$ cat src/rtl/exe_issue_scheduler_if.sv
// Decode/mem-facing bundle of the execute issue scheduler.
// Groups the issue request, control and completion signals behind master/slave modports.
interface exe_issue_scheduler_if #(
  parameter int unsigned REG_W = 5
);
  logic             issue_valid_i;
  logic [REG_W-1:0] issue_rs1_i;
  logic [REG_W-1:0] issue_rs2_i;
  logic             issue_uses_rs2_i;
  logic [REG_W-1:0] issue_rd_i;
  logic             issue_we_i;
  logic [2:0]       issue_stages_i;
  logic             flush_i;
  logic             downstream_stall_i;
  logic             issue_fire_o;
  logic             stall_o;
  logic             stall_raw_o;
  logic             stall_struct_o;
  logic             complete_valid_o;
  logic [REG_W-1:0] complete_rd_o;
  logic             complete_we_o;
  logic [2:0]       inflight_cnt_o;
  logic             busy_o;

  modport master (
    output issue_valid_i, issue_rs1_i, issue_rs2_i, issue_uses_rs2_i,
           issue_rd_i, issue_we_i, issue_stages_i, flush_i, downstream_stall_i,
    input  issue_fire_o, stall_o, stall_raw_o, stall_struct_o,
           complete_valid_o, complete_rd_o, complete_we_o, inflight_cnt_o, busy_o
  );

  modport slave (
    input  issue_valid_i, issue_rs1_i, issue_rs2_i, issue_uses_rs2_i,
           issue_rd_i, issue_we_i, issue_stages_i, flush_i, downstream_stall_i,
    output issue_fire_o, stall_o, stall_raw_o, stall_struct_o,
           complete_valid_o, complete_rd_o, complete_we_o, inflight_cnt_o, busy_o
  );
endinterface

$ cat src/rtl/exe_issue_scheduler.sv
// Issue scheduler for the multi-latency execute stage: reservation table indexed by cycles-to-completion.
// Optional macro TARTARUGA_EXE_FWD_EN: ignore RAW matches on the completing entry (ent[1]), which is forwarded.
module exe_issue_scheduler #(
  parameter int unsigned MAX_STAGES = 4,
  parameter int unsigned REG_W      = 5
) (
  input logic               clk_i,
  input logic               rstn_i,
  exe_issue_scheduler_if.slave bus
);
`ifdef TARTARUGA_EXE_FWD_EN
  localparam int unsigned FIRST_CHK = 2;
`else
  localparam int unsigned FIRST_CHK = 1;
`endif
  localparam int unsigned CNT_W = 3;

  logic [MAX_STAGES:1] vld_q, vld_d;
  logic [MAX_STAGES:1] we_q, we_d;
  logic [REG_W-1:0]    rd_q [1:MAX_STAGES];
  logic [REG_W-1:0]    rd_d [1:MAX_STAGES];
  logic [CNT_W-1:0]    cnt_q, cnt_d;

  int unsigned leff;
  int unsigned n_vld;
  logic        raw;
  logic        struct_hz;
  logic        fire;

  // Effective latency clamped into the table range
  always_comb begin
    leff = 1;
    if (bus.issue_stages_i == 3'd0) begin
      leff = 1;
    end else if (32'(bus.issue_stages_i) > MAX_STAGES) begin
      leff = MAX_STAGES;
    end else begin
      leff = 32'(bus.issue_stages_i);
    end
  end

  // Hazard detection: RAW on any live writer, struct on any entry completing after us
  always_comb begin
    raw       = 1'b0;
    struct_hz = 1'b0;
    for (int unsigned i = 1; i <= MAX_STAGES; i++) begin
      if (i >= FIRST_CHK && vld_q[i] && we_q[i] && rd_q[i] != '0 &&
          (rd_q[i] == bus.issue_rs1_i ||
           (bus.issue_uses_rs2_i && rd_q[i] == bus.issue_rs2_i))) begin
        raw = 1'b1;
      end
      if (i > leff && vld_q[i]) begin
        struct_hz = 1'b1;
      end
    end
  end

  assign fire = bus.issue_valid_i && !raw && !struct_hz &&
                !bus.downstream_stall_i && !bus.flush_i;

  // Next table: flush beats freeze beats shift-and-insert
  always_comb begin
    vld_d = vld_q;
    we_d  = we_q;
    rd_d  = rd_q;
    if (bus.flush_i) begin
      vld_d = '0;
    end else if (!bus.downstream_stall_i) begin
      for (int unsigned i = 1; i < MAX_STAGES; i++) begin
        vld_d[i] = vld_q[i+1];
        we_d[i]  = we_q[i+1];
        rd_d[i]  = rd_q[i+1];
      end
      vld_d[MAX_STAGES] = 1'b0;
      for (int unsigned i = 1; i <= MAX_STAGES; i++) begin
        if (fire && i == leff) begin
          vld_d[i] = 1'b1;
          we_d[i]  = bus.issue_we_i;
          rd_d[i]  = bus.issue_rd_i;
        end
      end
    end
  end

  always_comb begin
    n_vld = 0;
    for (int unsigned i = 1; i <= MAX_STAGES; i++) begin
      n_vld = n_vld + 32'(vld_d[i]);
    end
    cnt_d = CNT_W'(n_vld);
  end

  always_ff @(posedge clk_i or negedge rstn_i) begin
    if (!rstn_i) begin
      vld_q <= '0;
      we_q  <= '0;
      cnt_q <= '0;
      for (int unsigned i = 1; i <= MAX_STAGES; i++) begin
        rd_q[i] <= '0;
      end
    end else begin
      vld_q <= vld_d;
      we_q  <= we_d;
      cnt_q <= cnt_d;
      for (int unsigned i = 1; i <= MAX_STAGES; i++) begin
        rd_q[i] <= rd_d[i];
      end
    end
  end

  assign bus.issue_fire_o     = fire;
  assign bus.stall_o          = bus.issue_valid_i && !fire;
  assign bus.stall_raw_o      = bus.issue_valid_i && raw;
  assign bus.stall_struct_o   = bus.issue_valid_i && struct_hz && !raw;
  assign bus.complete_valid_o = vld_q[1];
  assign bus.complete_rd_o    = rd_q[1];
  assign bus.complete_we_o    = we_q[1];
  assign bus.inflight_cnt_o   = cnt_q;
  assign bus.busy_o           = cnt_q != '0;
endmodule

$ cat src/flat_wrapper.sv
// flat-port wrapper written by rule: the top's interface ports become plain ports
module exe_issue_scheduler_flat 
#(
  parameter int unsigned MAX_STAGES = 4,
  parameter int unsigned REG_W      = 5
)
  (clk_i, rstn_i, bus_issue_valid_i, bus_issue_rs1_i, bus_issue_rs2_i, bus_issue_uses_rs2_i, bus_issue_rd_i, bus_issue_we_i, bus_issue_stages_i, bus_flush_i, bus_downstream_stall_i, bus_issue_fire_o, bus_stall_o, bus_stall_raw_o, bus_stall_struct_o, bus_complete_valid_o, bus_complete_rd_o, bus_complete_we_o, bus_inflight_cnt_o, bus_busy_o);
  exe_issue_scheduler_if #(.REG_W(REG_W)) bus_i ();
  input logic clk_i;
  input logic rstn_i;
  input wire logic [$bits(bus_i.issue_valid_i)-1:0] bus_issue_valid_i;
  input wire logic [$bits(bus_i.issue_rs1_i)-1:0] bus_issue_rs1_i;
  input wire logic [$bits(bus_i.issue_rs2_i)-1:0] bus_issue_rs2_i;
  input wire logic [$bits(bus_i.issue_uses_rs2_i)-1:0] bus_issue_uses_rs2_i;
  input wire logic [$bits(bus_i.issue_rd_i)-1:0] bus_issue_rd_i;
  input wire logic [$bits(bus_i.issue_we_i)-1:0] bus_issue_we_i;
  input wire logic [$bits(bus_i.issue_stages_i)-1:0] bus_issue_stages_i;
  input wire logic [$bits(bus_i.flush_i)-1:0] bus_flush_i;
  input wire logic [$bits(bus_i.downstream_stall_i)-1:0] bus_downstream_stall_i;
  output wire logic [$bits(bus_i.issue_fire_o)-1:0] bus_issue_fire_o;
  output wire logic [$bits(bus_i.stall_o)-1:0] bus_stall_o;
  output wire logic [$bits(bus_i.stall_raw_o)-1:0] bus_stall_raw_o;
  output wire logic [$bits(bus_i.stall_struct_o)-1:0] bus_stall_struct_o;
  output wire logic [$bits(bus_i.complete_valid_o)-1:0] bus_complete_valid_o;
  output wire logic [$bits(bus_i.complete_rd_o)-1:0] bus_complete_rd_o;
  output wire logic [$bits(bus_i.complete_we_o)-1:0] bus_complete_we_o;
  output wire logic [$bits(bus_i.inflight_cnt_o)-1:0] bus_inflight_cnt_o;
  output wire logic [$bits(bus_i.busy_o)-1:0] bus_busy_o;
  assign bus_i.issue_valid_i = bus_issue_valid_i;
  assign bus_i.issue_rs1_i = bus_issue_rs1_i;
  assign bus_i.issue_rs2_i = bus_issue_rs2_i;
  assign bus_i.issue_uses_rs2_i = bus_issue_uses_rs2_i;
  assign bus_i.issue_rd_i = bus_issue_rd_i;
  assign bus_i.issue_we_i = bus_issue_we_i;
  assign bus_i.issue_stages_i = bus_issue_stages_i;
  assign bus_i.flush_i = bus_flush_i;
  assign bus_i.downstream_stall_i = bus_downstream_stall_i;
  assign bus_issue_fire_o = bus_i.issue_fire_o;
  assign bus_stall_o = bus_i.stall_o;
  assign bus_stall_raw_o = bus_i.stall_raw_o;
  assign bus_stall_struct_o = bus_i.stall_struct_o;
  assign bus_complete_valid_o = bus_i.complete_valid_o;
  assign bus_complete_rd_o = bus_i.complete_rd_o;
  assign bus_complete_we_o = bus_i.complete_we_o;
  assign bus_inflight_cnt_o = bus_i.inflight_cnt_o;
  assign bus_busy_o = bus_i.busy_o;
  exe_issue_scheduler #(.MAX_STAGES(MAX_STAGES), .REG_W(REG_W)) u_core (.clk_i(clk_i), .rstn_i(rstn_i), .bus(bus_i));
endmodule
$ cat config.mk
export PLATFORM = sky130hd
export DESIGN_NAME = exe_issue_scheduler_flat
export DESIGN_NICKNAME = d
export VERILOG_FILES = /design/src/rtl/exe_issue_scheduler_if.sv /design/src/rtl/exe_issue_scheduler.sv /design/src/flat_wrapper.sv
export SDC_FILE = /design/constraint.sdc
export NUM_CORES = 1
export LEC_CHECK = 0
export ABC_AREA = 1
export BUFFER_PORTS_ARGS = -buffer_cell sky130_fd_sc_hd__buf_4
export CORE_AREA = 4 4 78 65
export CTS_BUF_LIST = sky130_fd_sc_hd__clkbuf_8
export CTS_CLUSTER_DIAMETER = 150
export DETAILED_ROUTE_END_ITERATION = 8
export DIE_AREA = 0 0 82 69
export PLACE_DENSITY = 0.79
export REMOVE_ABC_BUFFERS = 1
export SYNTH_ARGS = -nofsm -noshare
export SYNTH_HDL_FRONTEND = slang
export SYNTH_SLANG_ARGS = --single-unit
$ cat constraint.sdc
create_clock -name clk_i -period 3.7 [get_ports clk_i]
set_input_delay 0.74 -clock clk_i [delete_from_list [all_inputs] [get_ports clk_i]]
set_output_delay 0.74 -clock clk_i [all_outputs]
set_load 0.01 [all_outputs]
# Yosys cells after proc, flatten, opt, wreduce, memory -nomap -nowiden
# Cells that the tools add are included.
[word_totals]
wordCells = 101
out_inout_bits = 15
input_bits = 25
register_bits = 31
[classes]
eq_ne = 12
n_bitwise = 2
n_addsub = 3
n_reduce_logical = 49
muxes = 22
n_lt_le_gt_ge = 5
[op_table]
columns = ["operator", "n"]
rows = [
  ["$eq 2x32->1 const A", 2],
  ["$gt 2x32->1 const A", 2],
  ["$eq 5x5->1", 8],
  ["$eq 1x32->1 const A", 1],
  ["$eq 3x32->1 const A", 1],
  ["$gt 1x32->1 const A", 1],
  ["$gt 3x32->1 const A", 1],
  ["$logic_and 1x1->1", 32],
  ["$reduce_bool 5->1", 4],
  ["$mux 1", 15],
  ["$mux 5", 3],
  ["$mux 4", 2],
  ["$add 3x1->3", 2],
  ["$mux 3", 2],
  ["$logic_not 1->1", 5],
  ["$logic_or 1x1->1", 4],
  ["$gt 3x3->1 const B", 1],
  ["$logic_not 3->1", 1],
  ["$reduce_and 3->1", 1],
  ["$reduce_bool 3->1", 1],
  ["$add 1x1->2", 1],
  ["$not 1->1", 2],
  ["$reduce_and 2->1", 1],
]

# Logic depth before layout (Yosys ltp)
[logic_depth]
word_depth = 20
ltp_mapped = 17
depth_no_buf = 16

# Worst setup path before layout
# Ideal clock, no wire load.
[synth_path]
path_type = "input to register"
startpoint = "input port bus_issue_rs1_i[3]"
endpoint = "register u_core.cnt_q[1] (netlist: u_core.bus.inflight_cnt_o[1])"
t_required_ns = 3.574
arrival_ns = 2.852
setup_ns = 0.126
n_path_buf = 1
cell_stages = 15
path_slack_ns = 0.722
path_cell_list = "buf_4 > xor2_1 > nor2_1 > nand3_1 > nand2_1 > nand2_1 > nand2_1 > nor2_1 > nand4_1 > nand2_1 > nand2_1 > o21ai_1 > ha_1 > fa_1 > ha_1"
[synth_between]
elab_chain_cells = 19
word_cells_on_any_way = 34
cone_classes = "add/sub: 3; eq/ne: 4; mux: 10; reduce/logical: 17"
[synth_rtl]
columns = ["item", "line_no", "text"]
rows = [
  ["start: declaration", "flat_wrapper.sv:12", "input wire logic [$bits(bus_i.issue_rs1_i)-1:0] bus_issue_rs1_i;"],
  ["$eq 5x5->1", "exe_issue_scheduler.sv:48", "(rd_q[i] == bus.issue_rs1_i ||"],
  ["$logic_or 1x1->1", "exe_issue_scheduler.sv:48", ""],
  ["$logic_and 1x1->1", "exe_issue_scheduler.sv:47", "if (i >= FIRST_CHK && vld_q[i] && we_q[i] && rd_q[i] != '0 &&"],
  ["$mux 1 (3 in a row)", "exe_issue_scheduler.sv:47", ""],
  ["$mux 1 *", "exe_issue_scheduler.sv:47", ""],
  ["$logic_not 1->1 *", "exe_issue_scheduler.sv:58", "assign fire = bus.issue_valid_i && !raw && !struct_hz &&"],
  ["$logic_and 1x1->1 * (3 in a row)", "exe_issue_scheduler.sv:58", ""],
  ["$logic_and 1x1->1 *", "exe_issue_scheduler.sv:59", "!bus.downstream_stall_i && !bus.flush_i;"],
  ["$logic_and 1x1->1 *", "exe_issue_scheduler.sv:76", "if (fire && i == leff) begin"],
  ["$mux 1 *", "exe_issue_scheduler.sv:76", ""],
  ["$mux 4 *", "exe_issue_scheduler.sv:68", "end else if (!bus.downstream_stall_i) begin"],
  ["$mux 4 *", "exe_issue_scheduler.sv:66", "if (bus.flush_i) begin"],
  ["net u_core.vld_d (one bit)", "exe_issue_scheduler.sv:18", "logic [MAX_STAGES:1] vld_q, vld_d;"],
  ["$add 1x1->2 *", "exe_issue_scheduler.sv:88", "n_vld = n_vld + 32'(vld_d[i]);"],
  ["$add 3x1->3 * (2 in a row)", "exe_issue_scheduler.sv:88", ""],
  ["net u_core.n_vld[1]", "exe_issue_scheduler.sv:25", "int unsigned n_vld;"],
  ["end signal: assignment", "exe_issue_scheduler.sv:104", "cnt_q <= cnt_d;"],
  ["end: declaration", "exe_issue_scheduler.sv:22", "logic [CNT_W-1:0] cnt_q, cnt_d;"],
]
# The timed path passes the listed nets; every way through them passes the cells marked *.
# A chain may end at the register's enable or synchronous reset.

# Worst setup path after layout
[layout_path]
startpoint = "input port bus_issue_rs2_i[3]"
endpoint = "register u_core.cnt_q[1] (netlist: u_core.bus.inflight_cnt_o[1])"
[layout_between]
elab_chain_cells = 20
word_cells_on_any_way = 38
cone_classes = "add/sub: 3; eq/ne: 4; mux: 10; reduce/logical: 21"
[layout_rtl]
columns = ["item", "line_no", "text"]
rows = [
  ["start: declaration", "flat_wrapper.sv:13", "input wire logic [$bits(bus_i.issue_rs2_i)-1:0] bus_issue_rs2_i;"],
  ["$eq 5x5->1", "exe_issue_scheduler.sv:49", "(bus.issue_uses_rs2_i && rd_q[i] == bus.issue_rs2_i))) begin"],
  ["$logic_and 1x1->1", "exe_issue_scheduler.sv:49", ""],
  ["$logic_or 1x1->1", "exe_issue_scheduler.sv:48", ""],
  ["$logic_and 1x1->1", "exe_issue_scheduler.sv:47", ""],
  ["$mux 1 (3 in a row)", "exe_issue_scheduler.sv:47", ""],
  ["$mux 1 *", "exe_issue_scheduler.sv:47", ""],
  ["$logic_not 1->1 *", "exe_issue_scheduler.sv:58", ""],
  ["$logic_and 1x1->1 * (3 in a row)", "exe_issue_scheduler.sv:58", ""],
  ["$logic_and 1x1->1 *", "exe_issue_scheduler.sv:59", ""],
  ["$logic_and 1x1->1 *", "exe_issue_scheduler.sv:76", ""],
  ["$mux 1 *", "exe_issue_scheduler.sv:76", ""],
  ["$mux 4 *", "exe_issue_scheduler.sv:68", ""],
  ["$mux 4 *", "exe_issue_scheduler.sv:66", ""],
  ["net u_core.vld_d (one bit)", "exe_issue_scheduler.sv:18", ""],
  ["$add 1x1->2 *", "exe_issue_scheduler.sv:88", ""],
  ["$add 3x1->3 * (2 in a row)", "exe_issue_scheduler.sv:88", ""],
  ["net u_core.n_vld[1]", "exe_issue_scheduler.sv:25", ""],
]
# Marked as above.

==> impl_metrics.py <==
metrics = {
    "worst_setup_path": {
        "reg2reg_to": "u_core.bus.inflight_cnt_o[1]$_DFF_PN0_",
        "cp-startpoint": "bus_issue_rs2_i[3]",
        "path_cells": "buf_4 > inv_1 > nand2_1 > nand2_1 > nor2_1 > nand3_1 > nand2_1 > nand2_1 > nand2_1 > nor2_1 > nand4_1 > nand2_1 > nand2_1 > o21ai_1 > ha_1 > fa_1 > ha_1",
        "arrival_ns": 3.07,
        "crit_top_cell": "nand2_1",
        "required_ns": 3.87,
        "cp_slowest_cell": "fa_1",
        "crit_family": "simple AND/OR/NAND/NOR gates",
        "worst-setup-path-type": "input port to flop",
        "r2r_start": "u_core.rd_q[8]$_DFFE_PN0P_",
        "worstSetupStartpointType": "input port",
        "end_kind": "flop",
        "path_buf_inv": 2,
        "cp_slowest_stage_delay_ns": 0.37,
        "path_max_fanout": 5,
        "r2r_slack_ns": 0.85,
        "rr_worst_depth": 14,
    },
    "logic_synthesis": {
        "synth_edf_count": 0,
        "synth-compound-area-share_pct": 4.302,
        "synth_common_cells": "nand2_1, inv_1, nand3_1, dfrtp_1, nor2_1",
        "synthXorXnorAreaFrac_pct": 2.571,
        "netlist.top_cell.by_area": "dfrtp_1",
        "synth_area_leaders": "dfrtp_1, nand2_1, inv_1",
        "synth_area_um2": 2385,
        "ys_seq_area_share_pct": 32.53,
        "ys_ff_latch": 31,
        "synth_simple_gate_area_share_pct": 46.75,
        "synth_top_area_share_pct": 32.53,
        "synth_ff_type": "dfrtp_1",
        "synth_top_family_by_area": "simple AND/OR/NAND/NOR gates",
        "yosysMostFrequentCell": "nand2_1",
        "synth_cell_types": 27,
        "synth-adder-area-share_pct": 1.889,
        "avgSynthCellArea_um2": 6.210,
        "yosys_warnings": 0,
        "synthCells": 384,
        "ys_async_sr_fraction_pct": 100.0,
        "muxShareOfSynthArea_pct": 0,
    },
    "place": {
        "dpl.hpwl_mm": 5.380,
        "place_area_um2": 2719,
        "portBuffers": 39,
        "place_congestion": 0.9608,
    },
    "timing": {
        "slew_viol_final": 0,
        "tns_ns": 0,
        "timing.final.crit_share_pct": 78.30,
        "fin_crit_ns": 2.897,
        "setup_viol": 0,
        "skew_ns": 0.004128,
        "worstMarginPinSlew_ns": 0.5650,
        "max-slew-margin-rel_pct": 62.19,
        "rsz0062_at_grt": "no",
        "fmax_ghz": 0.3452,
        "worst_hold_slack_ns": 0.3791,
        "timing.final.hold_violations": 0,
    },
    "clock_network": {
        "cts_buffers": 5,
        "clk_latency_ns": 0.29,
        "cts_setup_buffers": 0,
        "cts_tree": "built",
        "clock_path_buffers": 2,
        "ctsResizeCount": 0,
        "path_clk_slew_ns": 0.07,
        "htreeDepth": 2,
        "clock-sinks": 31,
        "cts_hold_buf": 0,
        "cts_root_buffer": "clkbuf_8",
    },
    "routing": {
        "drc_errors": 0,
        "drtIter0Drc": 254,
        "vias_per_cell": 5.479,
        "wl_per_cell_um": 14.64,
        "vias": 2641,
        "dr.pass1.iters": 5,
        "ant_nets": 0,
        "wl_mm": 7.056,
    },
    "floorplan": {
        "rows": 21,
        "die-area_um2": 5658,
        "core_area_um2": 4204,
        "die_x_um": 82,
        "die_h_um": 69,
        "start_util_pct": 56.73,
        "ioPinCount": 40,
    },
    "cells_and_area": {
        "fin_area_um2": 2831,
        "nets": 452,
        "area_growth_pct": 18.73,
        "drive_gt1_share_pct": 17.41,
        "diodes": 0,
        "post-route-util_pct": 67.35,
    },
    "job": {
        "drv_cap": 0,
    },
    "power": {
        "p_leak_uw": 0.001676,
        "ir_drop_mv": 0.2880,
        "powerDensity_nw_per_um2": 422.6,
        "power_uw": 1197,
    },
    "grt": {
        "global_route.usage.met3_pct": 5.078,
        "busiest_layer": "met1",
        "track_usage_pct": 26.30,
        "grt_pass1_vias": 2383,
        "grt_use_met2_pct": 36.23,
        "grt_pass1_wl_mm": 11.60,
        "overflow": 0,
        "antenna_found_initial": 0,
        "grt_max_degree": 32,
        "grt_use_met1_pct": 40.41,
    },
    "worst_hold_path": {
        "hp-class": "input port to asynchronous set/reset pin",
    },
    "run_status": {
        "status": "completed",
    },
}
[worst max path at each step]
stage                                        endpoint  slack, ns  cells after the start
6_report       u_core.bus.inflight_cnt_o[1]$_DFF_PN0_       0.80                     17
5_1_grt        u_core.bus.inflight_cnt_o[1]$_DFF_PN0_       0.56                     14
4_1_cts        u_core.bus.inflight_cnt_o[1]$_DFF_PN0_       0.80                     17
3_5_place_dp   u_core.bus.inflight_cnt_o[1]$_DFF_PN0_       0.53                     17
3_3_place_gp   u_core.bus.inflight_cnt_o[1]$_DFF_PN0_       0.61                     17
2_1_floorplan  u_core.bus.inflight_cnt_o[1]$_DFF_PN0_      -0.53                     10
[routing by layer]
layer / part of all wire (%) / vias up / routed length, um
met3: 12 / 15 / 880
met1: 44 / 1180 / 3111
met5: 0 / - / 0
li1: - / 1277 / -
met4: 2.0 / 0 / 143
met2: 41 / 169 / 2920
[cells by family after synthesis]
kind of cell,count (synthesis)
adder cells (fa/ha/maj),3
buffers and inverters,67
XOR/XNOR,7
AND/OR/NAND/NOR,259
AO/OA/AOI/OAI,17
flip-flops,31
[layout by cell type (no fill, tap or decap), types with 5 or more instances in the layout]
master,instances
dfrtp_1,31
inv_2,8
nand2_2,6
nand2_1,159
nand3_1,34
nor2_1,30
clkbuf_8,5
inv_1,46
buf_4,46
nand4_1,22
[metrics by stage]
stage | instances | worst slack, ns
finish | 482 | 0.8030
global route | 482 | 0.5559
CTS | 482 | 0.8013
detailed placement | 474 | 0.5317
global placement | 474 | 0.6111
floorplan | 371 | -0.5317
[flip-flops by register name, summed over array words and instances (netlist names)]
signal	count
u_core.we_q	4
u_core.vld_q	4
u_core.bus.complete_rd_o	5
u_core.bus.inflight_cnt_o	3
u_core.rd_q	15
[final cells by class]
type,count,area (um2)
Clock buffer,5,68.82
Multi-Input combinational cell,286,1324
Fill cell,400,1373
Inverter,54,202.7
Tap cell,57,71.32
Sequential cell,31,775.7
Clock inverter,3,43.79
Timing Repair Buffer,46,345.3
[power breakdown]
part | total (uW) | switching, uW | internal (uW)
clock | 343 | 143 | 201
combinational | 381 | 229 | 152
sequential | 473 | 76.9 | 396
No activity file was read; power rests on OpenSTA's default activity.
